[src/rtl/set_counter_n_if.sv]
// rtl/set_counter_n_if.sv - command/result bundle between host and the set counter engine
interface set_counter_n_if #(
    parameter int GRID  = 8,
    parameter int NCIRC = 3,
    parameter int CW    = 4,
    parameter int RW    = 4,
    parameter int CNTW  = $clog2(GRID*GRID+1)
);
    logic                    en;
    logic [2*NCIRC*CW-1:0]   central;
    logic [NCIRC*RW-1:0]     radius;
    logic [2:0]              mode;
    logic                    busy;
    logic                    valid;
    logic [CNTW-1:0]         candidate;

    modport master (
        output en, central, radius, mode,
        input  busy, valid, candidate
    );

    modport slave (
        input  en, central, radius, mode,
        output busy, valid, candidate
    );
endinterface

[src/rtl/set_counter_n.sv]
// rtl/set_counter_n.sv - lattice-point counter over a set expression of NCIRC circles
module set_counter_n #(
    parameter int GRID  = 8,
    parameter int NCIRC = 3,
    parameter int CW    = 4,
    parameter int RW    = 4,
    parameter int CNTW  = $clog2(GRID*GRID+1)
) (
    input  logic            clk,
    input  logic            rst,
    set_counter_n_if.slave  bus
);
    localparam int SQW  = 2*CW + 2;
    localparam int SUMW = SQW + 1;
    localparam int R2W  = 2*RW;
    localparam int CMPW = (SUMW > R2W) ? SUMW : R2W;

    typedef enum logic [1:0] {
        S_IDLE = 2'd0,
        S_SCAN = 2'd1,
        S_DONE = 2'd2
    } state_t;

    state_t state, state_nx;

    logic [CW-1:0]          x, y;
    logic [2*NCIRC*CW-1:0]  job_central;
    logic [NCIRC*RW-1:0]    job_radius;
    logic [2:0]             job_mode;
    logic [CNTW-1:0]        count;

    logic                   accept;
    logic                   last_point;
    logic                   y_wrap;
    logic [NCIRC-1:0]       in_circ;
    logic [2:0]             k;
    logic                   hit;

    assign y_wrap     = (y == CW'(GRID));
    assign last_point = (x == CW'(GRID)) && y_wrap;

    // Membership uses the magnitude of each delta so squares stay unsigned and exact.
    for (genvar i = 0; i < NCIRC; i++) begin : g_circ
        logic [CW-1:0]          cx, cy;
        logic [RW-1:0]          r;
        logic signed [CW+1:0]   dx, dy, ndx, ndy;
        logic [CW:0]            ax, ay;
        logic [SQW-1:0]         sx, sy;
        logic [SUMW-1:0]        sum;
        logic [R2W-1:0]         r2;

        assign cx  = job_central[2*i*CW +: CW];
        assign cy  = job_central[(2*i+1)*CW +: CW];
        assign r   = job_radius[i*RW +: RW];

        assign dx  = $signed({2'b00, x}) - $signed({2'b00, cx});
        assign dy  = $signed({2'b00, y}) - $signed({2'b00, cy});
        assign ndx = -dx;
        assign ndy = -dy;
        assign ax  = dx[CW+1] ? ndx[CW:0] : dx[CW:0];
        assign ay  = dy[CW+1] ? ndy[CW:0] : dy[CW:0];

        assign sx  = SQW'(ax) * SQW'(ax);
        assign sy  = SQW'(ay) * SQW'(ay);
        assign sum = SUMW'(sx) + SUMW'(sy);
        assign r2  = R2W'(r) * R2W'(r);

        assign in_circ[i] = (CMPW'(sum) <= CMPW'(r2));
    end

    always_comb begin
        k = 3'd0;
        for (int i = 0; i < NCIRC; i++) begin
            k = k + 3'(in_circ[i]);
        end
    end

    always_comb begin
        hit = 1'b0;
        unique case (job_mode)
            3'b000:  hit = in_circ[0];
            3'b001:  hit = &in_circ;
            3'b010:  hit = (k == 3'd1);
            3'b011:  hit = (k >= 3'd1);
            3'b100:  hit = (k >= 3'd2);
            3'b101:  hit = ^in_circ;
            default: hit = 1'b0;
        endcase
    end

    // A new command is taken in IDLE and also in DONE, which allows back-to-back jobs.
    always_comb begin
        state_nx = state;
        accept   = 1'b0;
        unique case (state)
            S_IDLE: begin
                if (bus.en) begin
                    accept   = 1'b1;
                    state_nx = S_SCAN;
                end
            end
            S_SCAN: begin
                if (last_point) begin
                    state_nx = S_DONE;
                end
            end
            S_DONE: begin
                if (bus.en) begin
                    accept   = 1'b1;
                    state_nx = S_SCAN;
                end else begin
                    state_nx = S_IDLE;
                end
            end
            default: state_nx = S_IDLE;
        endcase
    end

    always_ff @(posedge clk) begin
        if (!rst) begin
            state <= S_IDLE;
        end else begin
            state <= state_nx;
        end
    end

    always_ff @(posedge clk) begin
        if (!rst) begin
            x           <= CW'(1);
            y           <= CW'(1);
            count       <= '0;
            job_central <= '0;
            job_radius  <= '0;
            job_mode    <= 3'b000;
        end else if (accept) begin
            x           <= CW'(1);
            y           <= CW'(1);
            count       <= '0;
            job_central <= bus.central;
            job_radius  <= bus.radius;
            job_mode    <= bus.mode;
        end else if (state == S_SCAN) begin
            count <= count + CNTW'(hit);
            if (last_point) begin
                x <= CW'(1);
                y <= CW'(1);
            end else if (y_wrap) begin
                y <= CW'(1);
                x <= x + CW'(1);
            end else begin
                y <= y + CW'(1);
            end
        end
    end

    assign bus.busy      = (state == S_SCAN);
    assign bus.valid     = (state == S_DONE);
    assign bus.candidate = count;
endmodule

[src/flat_wrapper.sv]
// flat-port wrapper written by rule: the top's interface ports become plain ports
module set_counter_n_flat 
#(
    parameter int GRID  = 8,
    parameter int NCIRC = 3,
    parameter int CW    = 4,
    parameter int RW    = 4,
    parameter int CNTW  = $clog2(GRID*GRID+1)
)
  (clk, rst, bus_en, bus_central, bus_radius, bus_mode, bus_busy, bus_valid, bus_candidate);
  set_counter_n_if #(.GRID(GRID), .NCIRC(NCIRC), .CW(CW), .RW(RW), .CNTW(CNTW)) bus_i ();
  input  logic clk;
  input  logic rst;
  input wire logic [$bits(bus_i.en)-1:0] bus_en;
  input wire logic [$bits(bus_i.central)-1:0] bus_central;
  input wire logic [$bits(bus_i.radius)-1:0] bus_radius;
  input wire logic [$bits(bus_i.mode)-1:0] bus_mode;
  output wire logic [$bits(bus_i.busy)-1:0] bus_busy;
  output wire logic [$bits(bus_i.valid)-1:0] bus_valid;
  output wire logic [$bits(bus_i.candidate)-1:0] bus_candidate;
  assign bus_i.en = bus_en;
  assign bus_i.central = bus_central;
  assign bus_i.radius = bus_radius;
  assign bus_i.mode = bus_mode;
  assign bus_busy = bus_i.busy;
  assign bus_valid = bus_i.valid;
  assign bus_candidate = bus_i.candidate;
  set_counter_n #(.GRID(GRID), .NCIRC(NCIRC), .CW(CW), .RW(RW), .CNTW(CNTW)) u_core (.clk(clk), .rst(rst), .bus(bus_i));
endmodule
[config.mk]
export PLATFORM = sky130hd
export DESIGN_NAME = set_counter_n_flat
export DESIGN_NICKNAME = d
export VERILOG_FILES = /design/src/rtl/set_counter_n_if.sv /design/src/rtl/set_counter_n.sv /design/src/flat_wrapper.sv
export SDC_FILE = /design/constraint.sdc
export NUM_CORES = 1
export LEC_CHECK = 0
export CORE_AREA = 4 4 135 137
export DETAILED_ROUTE_END_ITERATION = 16
export DIE_AREA = 0 0 139 141
export PLACE_DENSITY = 0.66
export SYNTH_ARGS = -nofsm -noshare
export SYNTH_HDL_FRONTEND = slang
export SYNTH_SLANG_ARGS = --single-unit
export TNS_END_PERCENT = 20
[constraint.sdc]
create_clock -name clk -period 11.7 [get_ports clk]
set_input_delay 1.17 -clock clk [delete_from_list [all_inputs] [get_ports clk]]
set_output_delay 1.17 -clock clk [all_outputs]
set_load 0.05 [all_outputs]
Word level (Yosys, flattened, before mapping)
Index checks and enable logic that the tools add are counted.
Operators by class
  add/subtract/negate cells: 20
  multipliers: 9
  div/mod/pow operators: 0
  $lt $le $gt $ge: 5
  equality and inequality tests: 12
  shift operators: 0
  muxes and demuxes: 17
  bitwise logic cells: 1
  reductions and logical operators: 10
Operator list (count)
  $mul A5 B5 Y10: 6
  $add A10 B10 Y11: 3
  $le A11 B8 Y1: 3
  $mux W5: 6
  $neg A5 Y5: 6
  $sub A4 B4 Y5: 6
  $mul A4 B4 Y8: 3
  $mux W4: 4
  $add A4 B1 Y4 const B: 2
  $eq A4 B4 Y1 const B: 2
  $add A7 B1 Y7: 1
  $eq A3 B1 Y1 const B: 2
  $eq A3 B2 Y1 const B: 2
  $eq A3 B3 Y1 const B: 2
  $pmux W1 S6: 1
  $pmux W2 S3: 1
  $mux W2: 2
  $reduce_and A2 Y1: 2
  $reduce_or A2 Y1: 2
  $add A3 B1 Y3: 1
  $ge A3 B1 Y1 const B: 1
  $ge A3 B2 Y1 const B: 1
  $logic_not A3 Y1: 1
  $mux W1: 3
  11 further kinds: 11
Storage, ports and cells
  register bits: 56
  latch bits: 0
  bits in writable memories: 0
  memory bits (read-only): 0
  bits of input ports: 42
  output and inout bits: 9
  logic and storage cells: 81
  memories: 0

Depth between registers and ports, before layout
Gate-level depths: netlist (run 1).
  word-level depth: 11
  gate-level depth with buffers: 45
  mapped depth without buffers: 45

Worst setup path before layout (run 1)
No wires, ideal clock.
  kind: reg-to-reg
  start: reg u_core.y[0]
  end: reg u_core.count[6] (netlist: u_core.bus.candidate[6])
  setup time: 0.128 ns
  data arrival time: 8.321 ns
  required time: 11.572 ns
  path slack: 3.251 ns
  cell stages (with the launch flop): 43
  path buffers: 0
  period minus slack after synthesis: 8.449 ns
  cell sequence: dfxtp_1 -> inv_1 -> ha_1 -> inv_1 -> fa_1 -> a21o_1 -> a21oi_1 -> nor2b_1 -> xnor2_1 -> nor2_1 -> fa_1 -> inv_1 -> fa_1 -> fa_1 -> inv_1 -> fa_1 -> fa_1 -> ha_1 -> [7 not listed] -> nand2_1 -> nor2_1 -> ha_1 -> ha_1 -> ha_1 -> o21bai_1 -> o21ai_0 -> nor2_1 -> nand2_1 -> o21ai_0 -> or3_1 -> ha_1 -> ha_1 -> nand2_1 -> nor2_1 -> nand3_1 -> xor2_1 -> nor2_1
On the way
  word-level cells in the longest chain between the ends: 11
  elaborated cells on any way between the ends: 27
  those cells by class: add/sub (12); mul (3); order compare (5); eq/ne (1); mux (4); reduce/logical (2)
Ends and longest elaborated chain
  from (decl): line set_counter_n.sv:26  | logic [CW-1:0] x, y;
  from (signal assigned): line set_counter_n.sv:151  | y <= y + CW'(1);
  $sub A4 B4 Y5: line set_counter_n.sv:57  | assign dy = $signed({2'b00, y}) - $signed({2'b00, cy});
  $neg A5 Y5: line set_counter_n.sv:59  | assign ndy = -dy;
  $mux W5: line set_counter_n.sv:61  | assign ay = dy[CW+1] ? ndy[CW:0] : dy[CW:0];
  $mul A5 B5 Y10: line set_counter_n.sv:64  | assign sy = SQW'(ay) * SQW'(ay);
  $add A10 B10 Y11: line set_counter_n.sv:65  | assign sum = SUMW'(sx) + SUMW'(sy);
  $le A11 B8 Y1: line set_counter_n.sv:68  | assign in_circ[i] = (CMPW'(sum) <= CMPW'(r2));
  $add A1 B1 Y2: line set_counter_n.sv:74  | k = k + 3'(in_circ[i]);
  $add A3 B1 Y3: line set_counter_n.sv:74
  $ge A3 B2 Y1 (tied with other cells): line set_counter_n.sv:85  | 3'b100: hit = (k >= 3'd2);
  $pmux W1 S6 (*): line set_counter_n.sv:80  | unique case (job_mode)
  $add A7 B1 Y7 (*): line set_counter_n.sv:143  | count <= count + CNTW'(hit);
  to (signal assigned): line set_counter_n.sv:143
  to (decl): line set_counter_n.sv:30  | logic [CNTW-1:0] count;
Every way passes the cells marked *; elsewhere a longest branch is shown, timed or not.
A chain may end at the register's enable or synchronous reset.

Worst setup path in the final report (run 1)
Same ends and word-level chain as after synthesis.

==> results of run 1 <==
tightest hold or removal path, delay by kind of cell (launching register included):
| family | cells | cell delay, ns |
|---|---|---|
| AOI/OAI and AO/OA | 1 | 0.06 |
| DFF | 1 | 0.32 |
| and+or+nand+nor | 1 | 0.04 |
flip-flops by register name (all words and copies together), names as in the netlist:
register and count:
u_core.x 4, u_core.state 2, u_core.job_radius 12, u_core.bus.candidate 7, u_core.job_mode 3, u_core.job_central 24
u_core.y 4
worst paths after layout:
kind	startpoint	end	slack (ns)
worst max register to register	u_core.y[0]$_SDFFE_PP1P_	u_core.bus.candidate[6]$_SDFFE_PP0P_	2.32
worst min register to register	u_core.job_central[1]$_SDFFE_PN0P_	u_core.job_central[1]$_SDFFE_PN0P_	0.47
worst max-delay path	u_core.y[0]$_SDFFE_PP1P_	u_core.bus.candidate[6]$_SDFFE_PP0P_	2.32
worst min-delay path	u_core.job_central[1]$_SDFFE_PN0P_	u_core.job_central[1]$_SDFFE_PN0P_	0.47
cell type report:
type	instances	area share
Multi-Input combinational cell	749	0.705
Clock buffer	5	0.0139
Tap cell	225	0.0312
Timing Repair Buffer	54	0.0588
Inverter	154	0.0641
Clock inverter	3	0.00305
Sequential cell	56	0.124
stage by stage:
step,utilization,std cells
global route,0.529,1246
CTS,0.529,1246
finish,0.529,1246
floorplan,-,975
global placement,0.520,1238
detailed placement,0.520,1238
layer usage:
layer,part of all wire,up-vias,track usage
met1,0.52,2827,0.260
met2,0.44,52,0.290
met5,0,-,0
met4,0.018,0,0.0448
met3,0.030,15,0.0278
li1,-,3237,-
cell usage in the layout (no fill, tap or decap), types with 7 or more instances in the layout:
master	n
nand2_1	102
nor3_1	8
fa_1	71
xor2_1	24
and2_1	14
a21oi_1	43
a21boi_0	43
xnor2_1	38
nor2b_1	23
nor2_1	90
dfxtp_1	56
or3_1	7
o21ai_0	18
nand4b_1	8
nand2b_1	15
inv_1	154
nand3_1	9
conb_1	9
clkdlybuf4s50_1	50
ha_1	156
a21o_1	20
cells by family (layout without fill, tap and decap cells):
kind of cell               count (synthesis)  count (layout)  synth area share
DFF                                       56              56             0.139
adders and majority gates                227             227             0.417
xor gates and xnor gates                  62              62            0.0672
muxes                                      5               5           0.00635
and+or+nand+nor                          294             294             0.169
AOI/OAI and AO/OA                        152             152             0.122
other                                      1               9          0.000464
buffers and inverters                    170             216            0.0791
==> impl_metrics.toml, run 1 <==
[run_status]
outcome = "finished clean"

[synthesis]
netlist.area_leader.share = 0.241
async_flop_share = 0
ys_ff_latch = 56
syn_avg_cell_area_sq_um = 8.36
yosysSeqAreaShare = 0.139
synth.distinct_cells = 45
syn-cell-area_sq_um = 8080
synth_cells = 967
yosysWarnings = 0
synthTopCellsByCount = "ha_1, inv_1, nand2_1, nor2_1, fa_1"
synth_most_common_cell = "ha_1"
synthTopCellsByArea = "ha_1, fa_1, dfxtp_1"
synth_top_area_cell = "ha_1"
synth_edf_count = 0
synthFlopType = "dfxtp_1"

[floorplan]
initial_core_util = 0.474
dieArea_sq_um = 19600
die_h_microns = 141
rows = 48
die_w_microns = 139
core_sq_um = 17100
io_pins = 51

[placed_design]
routabilityCongestion = 0.833
place_area_sq_um = 8870
hpwl_microns = 13700
pre_cts_ws_ns = 2.38
io_buffers = 50

[finish]
antenna_cells = 0
area_growth_syn_to_layout_pct = 11.6
register_area_sq_um = 1120
multi_input_area_sq_um = 6360
final_area_sq_um = 9020
layout.nets = 1289
fillCellCount = 1639
drive_above_1_share = 0.0167

[clocking]
cts_sinks = 56
clk_pin_slew_worst_paths_ns = 0.09
cts_buffer_depth = 2
ctsResizeCount = 0
cts_made_buffers = 5
insertion_delay_ns = 0.32
htreeDepth = 2
hold_buffers = 0
postCtsSetupBuffers = 0
cts_tree = "done"
root_buffer = "clkbuf_16"

[critical_path]
path_max_fanout = 5
crit_top_cell = "ha_1"
worstSetupEndpointType = "flip-flop"
criticalPathCategory = "flip-flop to flip-flop"
worst-path-stages = 42
critPathBufInv = 4
cpLargestDelayFamily = "adder cells"
cpPeakStageDelay_ns = 0.55
cp_slowest_cell = "fa_1"
start_kind = "flip-flop"
ff2ff_path_depth = 42
required_ns = 11.89
cp.arrival_ns = 9.56

[detailed_routing]
first_pass_iters = 4
via_per_inst = 4.92
vias = 6131
antenna_left = 0
drt_iter0_drc = 204
drcViolationCount = 0
wl_per_cell_microns = 13.4
totalWireLength_microns = 16700

[timing]
setup_viol = 0
timing.final.crit_share = 0.801
fmax_mhz = 107
layout_setup_ws_ns = 2.32
hold_slack_ns = 0.467
tightest_slew_ns = 1.04
finalCriticalPeriod_ns = 9.38
rsz0062_at_grt = "no"
setup_tns_ns = 0
hold_viol_final = 0
drv_slew = 0
relSlewSlack = 0.308
fin_skew_ns = 0.00950

[global_route]
grt_pass1_wl_microns = 29600
grt_start_max_net_pins = 44
grt_pass1_vias = 6221
grt.total_usage = 0.182
grt_antenna_before_repair = 0
gr-total-overflow = 0

[min_path]
min_path_type = "flip-flop to flip-flop"
hold_path_depth = 2

[job]
cap_violations = 0
Power of run 1 is left out: the tool's default activity adds up to more than one toggle a clock period on the data nets, which glitch-free logic cannot reach.
==> run 2: changes to the inputs <==
==> constraint.sdc (replaced) <==
create_clock -name clk -period 8.73 [get_ports clk]
set_input_delay 0.873 -clock clk [delete_from_list [all_inputs] [get_ports clk]]
set_output_delay 0.873 -clock clk [all_outputs]
set_load 0.05 [all_outputs]
==> run 2 against run 1 <==
Clock skew is 0.0028 ns lower. Highest routed layer unchanged. Maximum frequency is 11% higher. Final area is 7.4% higher. Register-to-register slack worse by 2.1 ns. Worst hold slack worse by 0.0038 ns. Clock-buffer cell count stayed put. Critical path depth stayed put. Sequential cell count stayed put.
==> impl_metrics.toml, run 2 (synthesis gave the netlist of run 1 again) <==
[critical_path]
criticalPathCategory = "flip-flop to flip-flop"
cpPeakStageDelay_ns = 0.53
ff2ff_path_depth = 42
cp_slowest_cell = "fa_1"
path_max_fanout = 3
required_ns = 8.91
crit_top_cell = "fa_1"
worstSetupEndpointType = "flip-flop"
start_kind = "flip-flop"
cp.arrival_ns = 8.65

[clocking]
cts_sinks = 56
insertion_delay_ns = 0.31
cts_made_buffers = 5
hold_buffers = 0
htreeDepth = 2
cts_tree = "done"
clk_pin_slew_worst_paths_ns = 0.08
root_buffer = "clkbuf_16"
cts_buffer_depth = 2

[detailed_routing]
first_pass_iters = 4
wl_per_cell_microns = 13.6
vias = 6494
drt_iter0_drc = 226
antenna_left = 0
drcViolationCount = 0
totalWireLength_microns = 17500
via_per_inst = 5.04

[global_route]
gr-total-overflow = 0
grt_pass1_wl_microns = 29700
grt_start_max_net_pins = 44
grt_pass1_vias = 6387
grt.total_usage = 0.182
grt_antenna_before_repair = 0

[floorplan]
initial_core_util = 0.474
die_w_microns = 139
die_h_microns = 141
dieArea_sq_um = 19600
rows = 48
io_pins = 51
core_sq_um = 17100

[timing]
relSlewSlack = 0.142
drv_slew = 0
fmax_mhz = 118
hold_viol_final = 0
fin_skew_ns = 0.00671
setup_viol = 0
finalCriticalPeriod_ns = 8.47
timing.final.crit_share = 0.970
tightest_slew_ns = 1.28

[finish]
finalNonFillerCells = 1289
antenna_cells = 0
register_area_sq_um = 1130
drive_above_1_share = 0.117
largest_reg_flops = 24
fillCellCount = 1561
multi_input_area_sq_um = 6690
top_register = "u_core.job_central"
area_growth_syn_to_layout_pct = 19.9
final_cell_mix = "inv_1, ha_1, nand2_1"
layout_commonest_cell = "inv_1"
layout.nets = 1332

[run_status]
outcome = "finished clean"

[placed_design]
hpwl_microns = 14200
routabilityCongestion = 0.815
io_buffers = 50
dp_cells = 1270

[min_path]
min_path_type = "flip-flop to flip-flop"
hold_path_depth = 2

[job]
cap_violations = 0
==> run 2: changes by cell type in the layout (fill, tap and decap cells not counted), moves of 5 or more <==
| cell | before | now |
|---|---|---|
| xnor2_1 | 38 | 33 |
| ha_4 | 0 | 7 |
| inv_1 | 154 | 149 |
| nor2_1 | 90 | 82 |
| a21oi_1 | 43 | 37 |
| ha_2 | 0 | 5 |
| buf_4 | 4 | 46 |
| ha_1 | 156 | 144 |
| a21oi_2 | 0 | 5 |
| nor2_2 | 0 | 7 |
| o21ai_0 | 18 | 12 |
| nor2b_1 | 23 | 16 |
==> run 2: final timing paths <==
check,start,end,slack (ns)
setup / recovery,u_core.y[0]$_SDFFE_PP1P_,u_core.bus.candidate[4]$_SDFFE_PP0P_,0.26
hold / removal,u_core.job_central[15]$_SDFFE_PN0P_,u_core.job_central[15]$_SDFFE_PN0P_,0.46
setup reg to reg,u_core.y[0]$_SDFFE_PP1P_,u_core.bus.candidate[4]$_SDFFE_PP0P_,0.26
hold reg to reg,u_core.job_central[15]$_SDFFE_PN0P_,u_core.job_central[15]$_SDFFE_PN0P_,0.46
==> run 2: layout make-up <==
cell class | count | area share
multi-input combinational | 749 | 0.690
tap | 225 | 0.0290
inverter | 154 | 0.0604
clock inverter | 3 | 0.00258
clock buffer | 5 | 0.0129
sequential | 56 | 0.117
timing repair buffer | 97 | 0.0884
==> run 2: through the flow <==
step / instance area, sq um / setup WS [ns] / TNS [ns] / util / hold WS, ns
5_1_grt: 9700 / -0.115 / -0.283 / 0.568 / 0.493
4_1_cts: 9300 / 0.00174 / 0 / 0.545 / 0.467
2_1_floorplan: 8110 / 0.281 / 0 / - / 0.443
6_report: 9700 / 0.263 / 0 / 0.568 / 0.463
3_3_place_gp: 9110 / -0.00407 / -0.00407 / 0.534 / 0.451
3_5_place_dp: 9110 / -0.200 / -0.343 / 0.534 / 0.456
==> run 2: layer usage <==
| layer | up-vias | global-route usage | part of all wire |
|---|---|---|---|
| met3 | 17 | 0.0237 | 0.023 |
| met5 | - | 0 | 0 |
| met2 | 76 | 0.310 | 0.47 |
| li1 | 3330 | - | - |
| met4 | 0 | 0.0366 | 0.012 |
| met1 | 3071 | 0.250 | 0.49 |
==> run 2: timing repair <==
item,CTS,global route
buffers inserted,1,10
gates resized for setup,10,80
pin swaps,2,65
setup endpoints to repair,6,7
==> run 2: critical path: cells and delay by family (launching register included) <==
| family | cells | cell delay, ns |
|---|---|---|
| mux | 1 | 0.28 |
| simple gates | 10 | 1.22 |
| compound gates | 6 | 0.79 |
| fa+ha+maj | 12 | 4.19 |
| buf+inv | 9 | 0.85 |
| flops | 1 | 0.36 |
| xor+xnor | 4 | 0.65 |
Power of run 2 is left out for the same reason.
==> run 3: changes to the inputs <==
--- a/config.mk
+++ b/config.mk
@@ -5,10 +5,10 @@
 export SDC_FILE = /design/constraint.sdc
 export NUM_CORES = 1
 export LEC_CHECK = 0
-export CORE_AREA = 4 4 135 137
+export CORE_AREA = 4 4 133 135
 export DETAILED_ROUTE_END_ITERATION = 16
-export DIE_AREA = 0 0 139 141
-export PLACE_DENSITY = 0.66
+export DIE_AREA = 0 0 137 139
+export PLACE_DENSITY = 0.68
 export SYNTH_ARGS = -nofsm -noshare
 export SYNTH_HDL_FRONTEND = slang
 export SYNTH_SLANG_ARGS = --single-unit
==> run 3 against run 2 <==
Routed wire length barely moved. Clock-buffer cell count stayed put. Maximum frequency is 0.51% higher. Global-route usage increased by 0.72 points. Final area is 1.7% higher. Non-clock buffer count up 24. Critical path depth is 2 lower. Worst hold slack better by 0.0040 ns. Sequential share of layout area is 0.23 points lower. Die area decreased by 2.8%. Clock skew is 0.0050 ns higher. Critical endpoint unchanged.
==> impl_metrics.toml, run 3 (synthesis gave the netlist of run 1 again) <==
[run_status]
outcome = "finished clean"

[clocking]
clk_pin_slew_worst_paths_ns = 0.09
cts_tree = "done"
cts_sinks = 56
cts_made_buffers = 5
hold_buffers = 0
insertion_delay_ns = 0.31
htreeDepth = 2
cts_buffer_depth = 2
root_buffer = "clkbuf_16"

[timing]
hold_viol_final = 0
finalCriticalPeriod_ns = 8.42
rsz0062_at_grt = "yes"
timing.final.crit_share = 0.965
tightest_slew_ns = 0.990
fin_skew_ns = 0.0118
drv_slew = 0
fmax_mhz = 119
relSlewSlack = 0.339
setup_viol = 0

[finish]
top_register = "u_core.job_central"
antenna_cells = 0
post-route-util = 0.599
drive_above_1_share = 0.145
layout.nets = 1356
area_growth_syn_to_layout_pct = 22.0
layout_commonest_cell = "ha_1"
largest_reg_flops = 24
final_cell_mix = "ha_1, inv_1, nand2_1"

[detailed_routing]
wl_per_cell_microns = 13.4
vias = 6586
drcViolationCount = 0
first_pass_iters = 4
via_per_inst = 5.04
totalWireLength_microns = 17500
drt_iter0_drc = 167
antenna_left = 0

[global_route]
grt.total_usage = 0.189
gr-total-overflow = 0
grt_pass1_wl_microns = 29800
grt_start_max_net_pins = 44
grt_pass1_vias = 6750
grt_antenna_before_repair = 0

[critical_path]
cpPeakStageDelay_ns = 0.59
start_kind = "flip-flop"
worstSetupEndpointType = "flip-flop"
required_ns = 8.92
cp.arrival_ns = 8.62
cpLargestDelayFamily = "adder cells"
crit_top_cell = "fa_1"
cp_slowest_cell = "fa_1"
criticalPathCategory = "flip-flop to flip-flop"
path_max_fanout = 3
critPathBufInv = 6
worst-r2r-setup-slack_ns = 0.31

[job]
cap_violations = 0

[placed_design]
hpwl_microns = 14200
routabilityCongestion = 0.826
io_buffers = 50

[floorplan]
io_pins = 51
die_w_microns = 137
die_h_microns = 139
initial_core_util = 0.491
core_sq_um = 16500
dieArea_sq_um = 19000
rows = 47

[min_path]
min_path_type = "flip-flop to flip-flop"
## run 3: changes by cell type in the layout (fill, tap and decap cells not counted), moves of 3 or more
| cell | previous run | this run |
|---|---|---|
| buf_4 | 46 | 71 |
| inv_2 | 2 | 7 |
| dfxtp_2 | 1 | 4 |
| ha_1 | 144 | 147 |
| ha_4 | 7 | 4 |
| inv_1 | 149 | 146 |
| xnor2_2 | 4 | 7 |
## run 3: worst paths after layout
| check | start | endpoint | cells after the start |
|---|---|---|---|
| max | u_core.y[0]$_SDFFE_PP1P_ | u_core.bus.candidate[4]$_SDFFE_PP0P_ | 40 |
| min | u_core.job_central[1]$_SDFFE_PN0P_ | u_core.job_central[1]$_SDFFE_PN0P_ | 2 |
| max reg2reg | u_core.y[0]$_SDFFE_PP1P_ | u_core.bus.candidate[4]$_SDFFE_PP0P_ | 40 |
| min reg2reg | u_core.job_central[1]$_SDFFE_PN0P_ | u_core.job_central[1]$_SDFFE_PN0P_ | 2 |
## run 3: layout make-up
class	count	area, sq um
fillers	1485	6610
clock inverters	3	21.3
well taps	220	275
flip-flops and latches	56	1130
repair buffers	121	1030
clock buffers	5	125
inverters	154	581
multi-input cells	749	6700
## run 3: stage by stage
stage	setup TNS, ns	area (sq um)	setup slack [ns]	hold WS (ns)	instances
after floorplan	0	8110	0.281	0.443	975
after global placement	-0.360	9270	-0.192	0.452	1286
after detailed placement	-1.21	9270	-0.384	0.458	1286
after CTS	0	9480	0.00286	0.468	1297
after global routing	-0.519	9860	-0.199	0.495	1308
final	0	9860	0.306	0.467	1308
## run 3: metal layers
metal  part of all wire  wire, microns  up-vias  global-route usage
met4              0.012            207        0              0.0336
met3              0.022            383       20              0.0247
li1                   -              -     3369                   -
met1               0.45           7880     3129               0.243
met2               0.52           9080       68               0.341
met5                  0              0        -                   0
## run 3: tightest hold or removal path, delay by kind of cell, from the launching register on
kind               cells  cell delay, ns
DFF                    1            0.31
AOI/OAI and AO/OA      1            0.06
and+or+nand+nor        1            0.05
## run 3: what timing repair did
| item | 4_1_cts | 5_1_grt |
|---|---|---|
| buffers inserted | 3 | 11 |
| endpoints found under the setup margin | 6 | 7 |
| gates resized for setup | 14 | 76 |
| gates cloned | 0 | 0 |
| pin swaps | 6 | 60 |
Power of run 3 is left out for the same reason.
